`src/rtl/vga_draw_image_pkg.sv`:
```
// Shared VGA stream definitions: count/colour/ROM address widths, blank colour and
// the timing+background bundle carried through the image pipeline.
package vga_draw_image_pkg;

   localparam int CNT_W  = 11;
   localparam int RGB_W  = 12;
   localparam int ADDR_W = 16;
   localparam logic [RGB_W-1:0] BLANK_RGB = 12'h000;

   typedef struct packed {
      logic [CNT_W-1:0] hcount;
      logic [CNT_W-1:0] vcount;
      logic             hsync;
      logic             vsync;
      logic             hblnk;
      logic             vblnk;
      logic [RGB_W-1:0] rgb;
   } vga_bus_t;

endpackage

```
`src/rtl/vga_draw_image_signal_delay.sv`:
```
// Fixed-length shift register with synchronous reset; every stage clears on rst.
module signal_delay #(
   parameter int WIDTH   = 8,
   parameter int CLK_DEL = 1
) (
   input  logic             clk,
   input  logic             rst,
   input  logic [WIDTH-1:0] din,
   output logic [WIDTH-1:0] dout
);

   logic [CLK_DEL-1:0][WIDTH-1:0] stage_p;

   always_ff @(posedge clk) begin
      if (rst) begin
         stage_p <= '0;
      end else begin
         stage_p[0] <= din;
         for (int i = 1; i < CLK_DEL; i++) begin
            stage_p[i] <= stage_p[i-1];
         end
      end
   end

   assign dout = stage_p[CLK_DEL-1];

endmodule

```
`src/rtl/vga_draw_image.sv`:
```
// Image-ROM reader: issues per-pixel ROM addresses for a window latched once per frame
// and overlays the returned pixel onto the background stream.
module vga_draw_image
   import vga_draw_image_pkg::*;
#(
   parameter int               IMG_WIDTH   = 200,
   parameter int               IMG_HEIGHT  = 100,
   parameter int               ROM_LATENCY = 1,
   parameter int               TRANSP_EN   = 0,
   parameter logic [RGB_W-1:0] TRANSP_RGB  = 12'hF0F
) (
   input  logic              clk,
   input  logic              rst,
   input  logic [CNT_W-1:0]  hcount_in,
   input  logic [CNT_W-1:0]  vcount_in,
   input  logic              hsync_in,
   input  logic              vsync_in,
   input  logic              hblnk_in,
   input  logic              vblnk_in,
   input  logic [RGB_W-1:0]  rgb_in,
   input  logic [11:0]       xpos,
   input  logic [11:0]       ypos,
   output logic [ADDR_W-1:0] address,
   input  logic [RGB_W-1:0]  rgb_pixel,
   output logic [CNT_W-1:0]  hcount_out,
   output logic [CNT_W-1:0]  vcount_out,
   output logic              hsync_out,
   output logic              vsync_out,
   output logic              hblnk_out,
   output logic              vblnk_out,
   output logic [RGB_W-1:0]  rgb_out
);

   localparam int BUS_W = $bits(vga_bus_t);

   logic        vblnk_prev;
   logic [11:0] xpos_q;
   logic [11:0] ypos_q;

   // Position only moves on the first vblank clock so a frame is never torn.
   always_ff @(posedge clk) begin
      if (rst) begin
         vblnk_prev <= 1'b0;
         xpos_q     <= '0;
         ypos_q     <= '0;
      end else begin
         vblnk_prev <= vblnk_in;
         if (vblnk_in && !vblnk_prev) begin
            xpos_q <= xpos;
            ypos_q <= ypos;
         end
      end
   end

   // Stage p0: window test in 13 bits so positions near 4095 cannot wrap.
   logic [12:0] h_ext_p0, v_ext_p0, x_ext_p0, y_ext_p0;
   logic        in_win_p0;
   logic [7:0]  rel_x_p0, rel_y_p0;
   vga_bus_t    bus_p0;

   always_comb begin
      h_ext_p0  = {2'b00, hcount_in};
      v_ext_p0  = {2'b00, vcount_in};
      x_ext_p0  = {1'b0, xpos_q};
      y_ext_p0  = {1'b0, ypos_q};
      in_win_p0 = (h_ext_p0 >= x_ext_p0) && (h_ext_p0 < x_ext_p0 + 13'(IMG_WIDTH)) &&
                  (v_ext_p0 >= y_ext_p0) && (v_ext_p0 < y_ext_p0 + 13'(IMG_HEIGHT));
      rel_x_p0  = hcount_in[7:0] - xpos_q[7:0];
      rel_y_p0  = vcount_in[7:0] - ypos_q[7:0];
      bus_p0    = '{hcount: hcount_in, vcount: vcount_in, hsync: hsync_in,
                    vsync: vsync_in, hblnk: hblnk_in, vblnk: vblnk_in, rgb: rgb_in};
   end

   // Stage p1: ROM address register.
   always_ff @(posedge clk) begin
      if (rst) begin
         address <= '0;
      end else begin
         address <= in_win_p0 ? {rel_y_p0, rel_x_p0} : '0;
      end
   end

   // Stages p1..pd: timing, background and window flag wait for the ROM read.
   vga_bus_t bus_pd;
   logic     in_win_pd;

   signal_delay #(
      .WIDTH   (BUS_W + 1),
      .CLK_DEL (ROM_LATENCY + 1)
   ) u_delay (
      .clk  (clk),
      .rst  (rst),
      .din  ({bus_p0, in_win_p0}),
      .dout ({bus_pd, in_win_pd})
   );

   logic transp_pd;
   assign transp_pd = (TRANSP_EN != 0) && (rgb_pixel == TRANSP_RGB);

   // Output stage: blanking beats image, image beats background.
   always_ff @(posedge clk) begin
      if (rst) begin
         hcount_out <= '0;
         vcount_out <= '0;
         hsync_out  <= 1'b0;
         vsync_out  <= 1'b0;
         hblnk_out  <= 1'b0;
         vblnk_out  <= 1'b0;
         rgb_out    <= BLANK_RGB;
      end else begin
         hcount_out <= bus_pd.hcount;
         vcount_out <= bus_pd.vcount;
         hsync_out  <= bus_pd.hsync;
         vsync_out  <= bus_pd.vsync;
         hblnk_out  <= bus_pd.hblnk;
         vblnk_out  <= bus_pd.vblnk;
         if (bus_pd.hblnk || bus_pd.vblnk) begin
            rgb_out <= BLANK_RGB;
         end else if (in_win_pd && !transp_pd) begin
            rgb_out <= rgb_pixel;
         end else begin
            rgb_out <= bus_pd.rgb;
         end
      end
   end

endmodule

```
`config.mk`:
```
export PLATFORM = sky130hd
export DESIGN_NAME = vga_draw_image
export DESIGN_NICKNAME = d
export VERILOG_FILES = /design/src/rtl/vga_draw_image_pkg.sv /design/src/rtl/vga_draw_image_signal_delay.sv /design/src/rtl/vga_draw_image.sv
export SDC_FILE = /design/constraint.sdc
export NUM_CORES = 1
export LEC_CHECK = 0
export BUFFER_PORTS_ARGS = -buffer_cell sky130_fd_sc_hd__buf_2
export CAP_MARGIN = 40
export CORE_AREA = 2 2 154 111
export CTS_CLUSTER_DIAMETER = 40
export DETAILED_ROUTE_END_ITERATION = 12
export DIE_AREA = 0 0 156 113
export HOLD_SLACK_MARGIN = 0.15
export REMOVE_ABC_BUFFERS = 1
export SYNTH_ARGS = -nofsm -noshare
export SYNTH_HDL_FRONTEND = slang
export SYNTH_HIERARCHICAL = 1
export SYNTH_SLANG_ARGS = --single-unit
export TNS_END_PERCENT = 10
```
`constraint.sdc`:
```
create_clock -name clk -period 3.8 [get_ports clk]
set_input_delay 0.76 -clock clk [delete_from_list [all_inputs] [get_ports clk]]
set_output_delay 0.76 -clock clk [all_outputs]
set_load 0.02 [all_outputs]
```
==> After elaboration in Yosys (flattened, before gate mapping) <==
Cells that the tools add are included.
{ "word_totals": {"reg_bits": 157, "inputBits": 76, "out_inout_bits": 54, "elab_cells": 31} }
{ "op_classes": {"add_sub_neg": 4, "order_cmp": 4, "n_mux": 1, "bitwise": 1, "n_reduce_logical": 8} }
{ "ops": {"columns": ["op", "n"], "rows": [
  ["11-bit by 13-bit less-than comparator with 1-bit output", 2],
  ["11-bit by 12-bit >= comparator with 1-bit output", 2],
  ["8-bit subtractor", 2],
  ["12-bit by 7-bit adder with 13-bit output (second input constant)", 1],
  ["12-bit by 8-bit adder with 13-bit output (second input constant)", 1],
  ["12-bit 2-to-1 mux", 1],
  ["1-bit logical AND", 4],
  ["2-bit OR reduction", 2],
  ["1-bit zero test", 1],
  ["1-bit logical OR", 1],
  ["1-bit inverter", 1]
]} }

==> Logic depth before layout (Yosys ltp) <==
{ "logic_depth": {"word_depth": 7, "mapped_depth": 13, "ltp_nobuf": 12} }

==> Cells and area by module <==
Netlist, hierarchy kept.
{ "by_module_without_submodules": {"columns": ["module", "n_inst", "cells_per_inst", "area_each_um2", "seq_area_each_um2"], "rows": [
  ["vga_draw_image", 1, 444, 3966.3, 1581.5],
  ["signal_delay", 1, 203, 2397.3, 1561.5]
]} }

==> Worst setup path after synthesis <==
No wires, ideal clock.
{ "synth_timing": {"kind": "reg-to-reg", "startpoint": "register ypos_q[2]", "endpoint": "register address[13]", "setup_time_ps": 74, "t_arrival_ps": 2657, "required_time_ps": 3726, "setup_slack_ps": 1069, "stages_incl_launch_ff": 13, "n_path_buf": 1, "synth_period_minus_slack_ps": 2731, "path_cell_list": "dfxtp_1 ha_1 a211oi_1 nor2_1 xnor2_1 ha_1 a211o_1 a21oi_1 o21ai_0 o211a_1 nand3b_2 buf_6 nor3_4"} }
{ "synth_between": {"elab_chain_cells": 5, "elab_cells_between_ends": 8, "classes_between": "add/sub (2); order compare (2); bitwise (1); reduce/logical (3)"} }
{ "synth_lines": {"columns": ["item", "line", "text"], "rows": [
  ["from (decl)", "vga_draw_image.sv:38", "logic [11:0] ypos_q;"],
  ["from (signal assigned)", "vga_draw_image.sv:50", "ypos_q <= ypos;"],
  ["12-bit by 7-bit adder with 13-bit output / 11-bit by 12-bit >= comparator with 1-bit output (equally long branches)", "vga_draw_image.sv:67", "(v_ext_p0 >= y_ext_p0) && (v_ext_p0 < y_ext_p0 + 13'(IMG_HEIGHT));"],
  ["11-bit by 13-bit less-than comparator with 1-bit output / 1-bit logical AND (equally long branches)", "vga_draw_image.sv:67, vga_draw_image.sv:66", null],
  ["1-bit logical AND", "vga_draw_image.sv:67", null],
  ["1-bit inverter (no line)", null, null],
  ["2-bit OR reduction (no line)", null, null],
  ["to (signal assigned)", "vga_draw_image.sv:79", "address <= in_win_p0 ? {rel_y_p0, rel_x_p0} : '0;"],
  ["to (decl)", "vga_draw_image.sv:23", "output logic [ADDR_W-1:0] address,"]
]} }
Parallel ways exist; a longest one is shown, timed or not.
A chain may end at the register's enable or synchronous reset.

==> Worst setup path in the final report <==
{ "layout_timing": {"startpoint": "register ypos_q[2]", "endpoint": "register address[15]"} }
Same word-level chain as after synthesis.

==> impl_summary.txt <==
----------------------------------------------------
[STA]
  Max Slew Vio Count ... 0
  Tightest Pin Transition ... 715 ps
  Period utilization ... 87.7%
  Clock Skew ... 10.9 ps
  Total of endpoints with negative setup slack in the final report ... 0
  Setup TNS ... 0 ps
  Period minus WS final ... 3330 ps
  Final Hold Fails ... 0
  Relative slew slack ... 52.2%
  RSZ-0062 raised after global routing ... false
  Max Freq ... 300 MHz

[Routing]
  Number of remaining DRC errors ... 0
  Number of violations reported at the end of detailed-routing iteration 0 ... 177
  Number of optimization iterations in the first detailed-route pass ... 4
  Mean number of vias per cell ... 4.57
  Post-DRT Antenna Nets ... 0
  Wire length reported by the detailed router ... 12400 um
  Total via count after detailed routing ... 4337
  Routed length per instance ... 13.1 um

[Synth]
  Cell Area, Synth ... 6360 um2
  Most area-hungry cell type in the Yosys netlist ... sky130_fd_sc_hd__dfxtp_1
  Portion of synthesized cell area occupied by the leading cell type ... 49.4%
  Warnings, synthesis ... 6
  Post-synthesis async set-or-reset flop share ... 0%
  Share of the yosys chip area belonging to registers ... 49.4%
  Cells after Synth ... 647
  Primary flip-flop cell chosen by synthesis mapping ... sky130_fd_sc_hd__dfxtp_1
  Number of synthesized register bits ... 157
  Cell variety after synth ... 49
  Ranking of synthesized cells by area ... sky130_fd_sc_hd__dfxtp_1 (49%), sky130_fd_sc_hd__nor2b_1 (11%), sky130_fd_sc_hd__ha_1 (8.1%)
  Average cell area after synthesis ... 9.84 um2
  Post-synth EDFFs ... 0

[Clock network]
  Clock edge transition at the registers on the reported setup and hold paths ... 60 ps
  Post-CTS Setup Repair Bufs ... 0
  PostCTS Resize Cnt ... 0
  Clock tree buffer depth ... 2
  Worst-skew pair later-pin latency ... 420 ps
  Number of buffers created by CTS ... 17
  H-tree depth reported by CTS ... 4
  CTS tree ... yes
  Clock tree sinks ... 157
  Cts hold-fix bufs ... 0
  Clock root buffer ... sky130_fd_sc_hd__clkbuf_16

[Cells and area]
  Final cell area excluding filler cells ... 7510 um2
  Commonest non-fill, non-tap cells in the layout ... sky130_fd_sc_hd__dfxtp_1 (157), sky130_fd_sc_hd__buf_2 (128), sky130_fd_sc_hd__nor2b_1 (109)
  Post-route insts no fill ... 950
  Leading cell type in the layout, fill and taps excluded ... sky130_fd_sc_hd__dfxtp_1
  Share of final-layout standard cells stronger than drive strength 1 ... 23.9%
  Antenna diode count ... 0
  Number of nets in the layout ... 852
  Core utilization of the finished layout ... 46.8%
  Layout-stage area growth over the synthesis result ... 18.0%

[GRT]
  Vias in the first global route ... 4196
  Antenna violations before repair ... 1
  Total overflow reported by the global router ... 0
  Maximum number of pins on one net before global-route repair ... 102
  Global-route wire length before repair ... 20200 um
  Tot GR Track Use ... 14.6%

[Worst setup path]
  R2r startpoint ... ypos_q[2]
  Arrival time worst endpoint ... 3660 ps
  Worst reg-to-reg setup slack ... 470 ps
  Critical Setup Path Class ... reg2reg
  Setup crit start kind ... register
  Cell count of the worst reg-to-reg path ... 11
  Worst setup EP type ... register
  R2R Path End ... address[15]
  Data required time of the critical path ... 4120 ps
  Worst-path fanout max ... 14

[Power and ir drop]
  Total power density per cell area ... 524 nW/um2
  Net Switching ... 0.000925 W
  Leakage component of the power ... 3.28 nW
  Worst VDD drop ... 0.000205 V
  Portion of total power attributed to the clock network ... 45.2%
  Power Internal ... 0.00301 W
  Portion of total power attributed to sequential cells ... 44.4%
  Switching part of the total ... 23.5%
  Part of the total power dissipated in combinational logic ... 10.4%

[Die]
  DIE WIDTH ... 156 um
  Die Y ... 113 um
  Core ar. ... 16100 um2
  Total die area ... 17600 um2
  Starting density of the core ... 39.6%
  Cell row count ... 39
  I/O pin count ... 130

[Placement]
  DP HPWL ... 9380 um
  Gpl congestion ... 0.795
  Cell Count Post-Placement ... 919
  Cell area after placement ... 6890 um2
  Number of buffers added on ports ... 129

[Hold path]
  Type of the worst min-delay path ... reg2reg
  Worst Hold End ... u_delay/dout[19]
  Cell depth of the worst hold path ... 1
  Startpoint of the tightest hold check path ... u_delay/stage_p[19]

[Outcome]
  Status ... completed

[Flow run]
  Maxcap violations ... 0

----------------------------------------------------
Yosys cell counts (2+ instances only):
master,instances
sky130_fd_sc_hd__fa_1,2
sky130_fd_sc_hd__nor3_1,7
sky130_fd_sc_hd__and3_1,4
sky130_fd_sc_hd__buf_2,7
sky130_fd_sc_hd__nor3_2,8
sky130_fd_sc_hd__a21o_1,2
sky130_fd_sc_hd__a211oi_1,5
sky130_fd_sc_hd__mux2i_1,12
sky130_fd_sc_hd__a311oi_1,2
sky130_fd_sc_hd__nand2_1,54
sky130_fd_sc_hd__a21boi_0,2
sky130_fd_sc_hd__or4_1,2
sky130_fd_sc_hd__buf_4,40
sky130_fd_sc_hd__nor4_1,3
sky130_fd_sc_hd__a211o_1,3
sky130_fd_sc_hd__nand2b_1,8
sky130_fd_sc_hd__nor2b_1,109
sky130_fd_sc_hd__nand4_1,5
sky130_fd_sc_hd__nor2_1,26
sky130_fd_sc_hd__a21oi_1,41
sky130_fd_sc_hd__o31ai_1,2
sky130_fd_sc_hd__clkbuf_1,13
sky130_fd_sc_hd__o21ai_0,11
sky130_fd_sc_hd__inv_1,32
sky130_fd_sc_hd__nand3_1,4
sky130_fd_sc_hd__or3_1,3
sky130_fd_sc_hd__dfxtp_1,157
sky130_fd_sc_hd__buf_6,3
sky130_fd_sc_hd__xnor2_1,15
sky130_fd_sc_hd__ha_1,41
sky130_fd_sc_hd__buf_1,2
sky130_fd_sc_hd__xor2_1,5
flip-flops by register name, indices dropped and copies added, names as in the netlist:
name / flops
address: 16
hblnk_out: 1
hcount_out: 11
hsync_out: 1
rgb_out: 12
u_delay/dout: 39
u_delay/stage_p: 39
vblnk_out: 1
vblnk_prev: 1
vcount_out: 11
vsync_out: 1
xpos_q: 12
ypos_q: 12
cell families after synthesis:
kind of cell / count (synthesis) / synth area share (%)
AO/OA/AOI/OAI: 78 / 7.57
XOR/XNOR: 20 / 2.75
adder cells (fa/ha/maj): 43 / 8.69
buffers and inverters: 97 / 8.57
flip-flops: 157 / 49.4
multiplexers: 12 / 1.89
AND/OR/NAND/NOR: 240 / 21.1
worst max-delay path, cell delays in order (launching register included):
cell and delay, ps:
sky130_fd_sc_hd__dfxtp_1 360, sky130_fd_sc_hd__ha_1 250, sky130_fd_sc_hd__a211oi_1 500, sky130_fd_sc_hd__nor2_1 110
sky130_fd_sc_hd__xnor2_1 150, sky130_fd_sc_hd__ha_1 290, sky130_fd_sc_hd__a211o_1 290, sky130_fd_sc_hd__a21oi_1 110
sky130_fd_sc_hd__o21ai_0 90, sky130_fd_sc_hd__o211a_1 220, sky130_fd_sc_hd__nand3b_2 490, sky130_fd_sc_hd__nor3_1 370
layer usage:
layer	vias up	global-route usage, %	wire [um]
met3	12	4.67	605
met1	2004	18.8	6000
met2	71	23.3	5670
li1	2250	-	-
met5	-	0	0
met4	0	5.14	152
power by group through the flow:
stage	registers (W)	logic, W	clock network, W
after detailed placement	0.00179	0.000414	0
after global routing	0.00176	0.000465	0.00189
after global placement	0.00178	0.000401	0
final	0.00175	0.000411	0.00178
after floorplan	0.00180	0.000239	0
after CTS	0.00175	0.000417	0.00182
layout make-up:
class / count / area, um2
Inverter: 32 / 120
Fill cell: 1515 / 8540
Clock inverter: 13 / 186
Clock buffer: 18 / 439
Timing Repair Buffer: 132 / 691
Sequential cell: 157 / 3140
Tap cell: 205 / 256
Multi-Input combinational cell: 393 / 2680
per-stage QoR:
step           power, W  setup slack [ps]  hold slack (ps)
4_1_cts         0.00399               421              432
6_report        0.00394               466              431
2_1_floorplan   0.00204               892              414
3_5_place_dp    0.00220               463              420
5_1_grt         0.00411               125              451
3_3_place_gp    0.00218               603              416
worst max-delay path by stage:
stage                    from     endpoint  cells past startpoint
finish              ypos_q[2]  address[15]                     11
global placement    ypos_q[2]   address[3]                     11
floorplan           ypos_q[2]   address[3]                     11
CTS                 ypos_q[2]   address[3]                     11
detailed placement  ypos_q[2]   address[3]                     11
global route        ypos_q[2]  address[15]                     11
No activity file was read; power rests on OpenSTA's default activity.
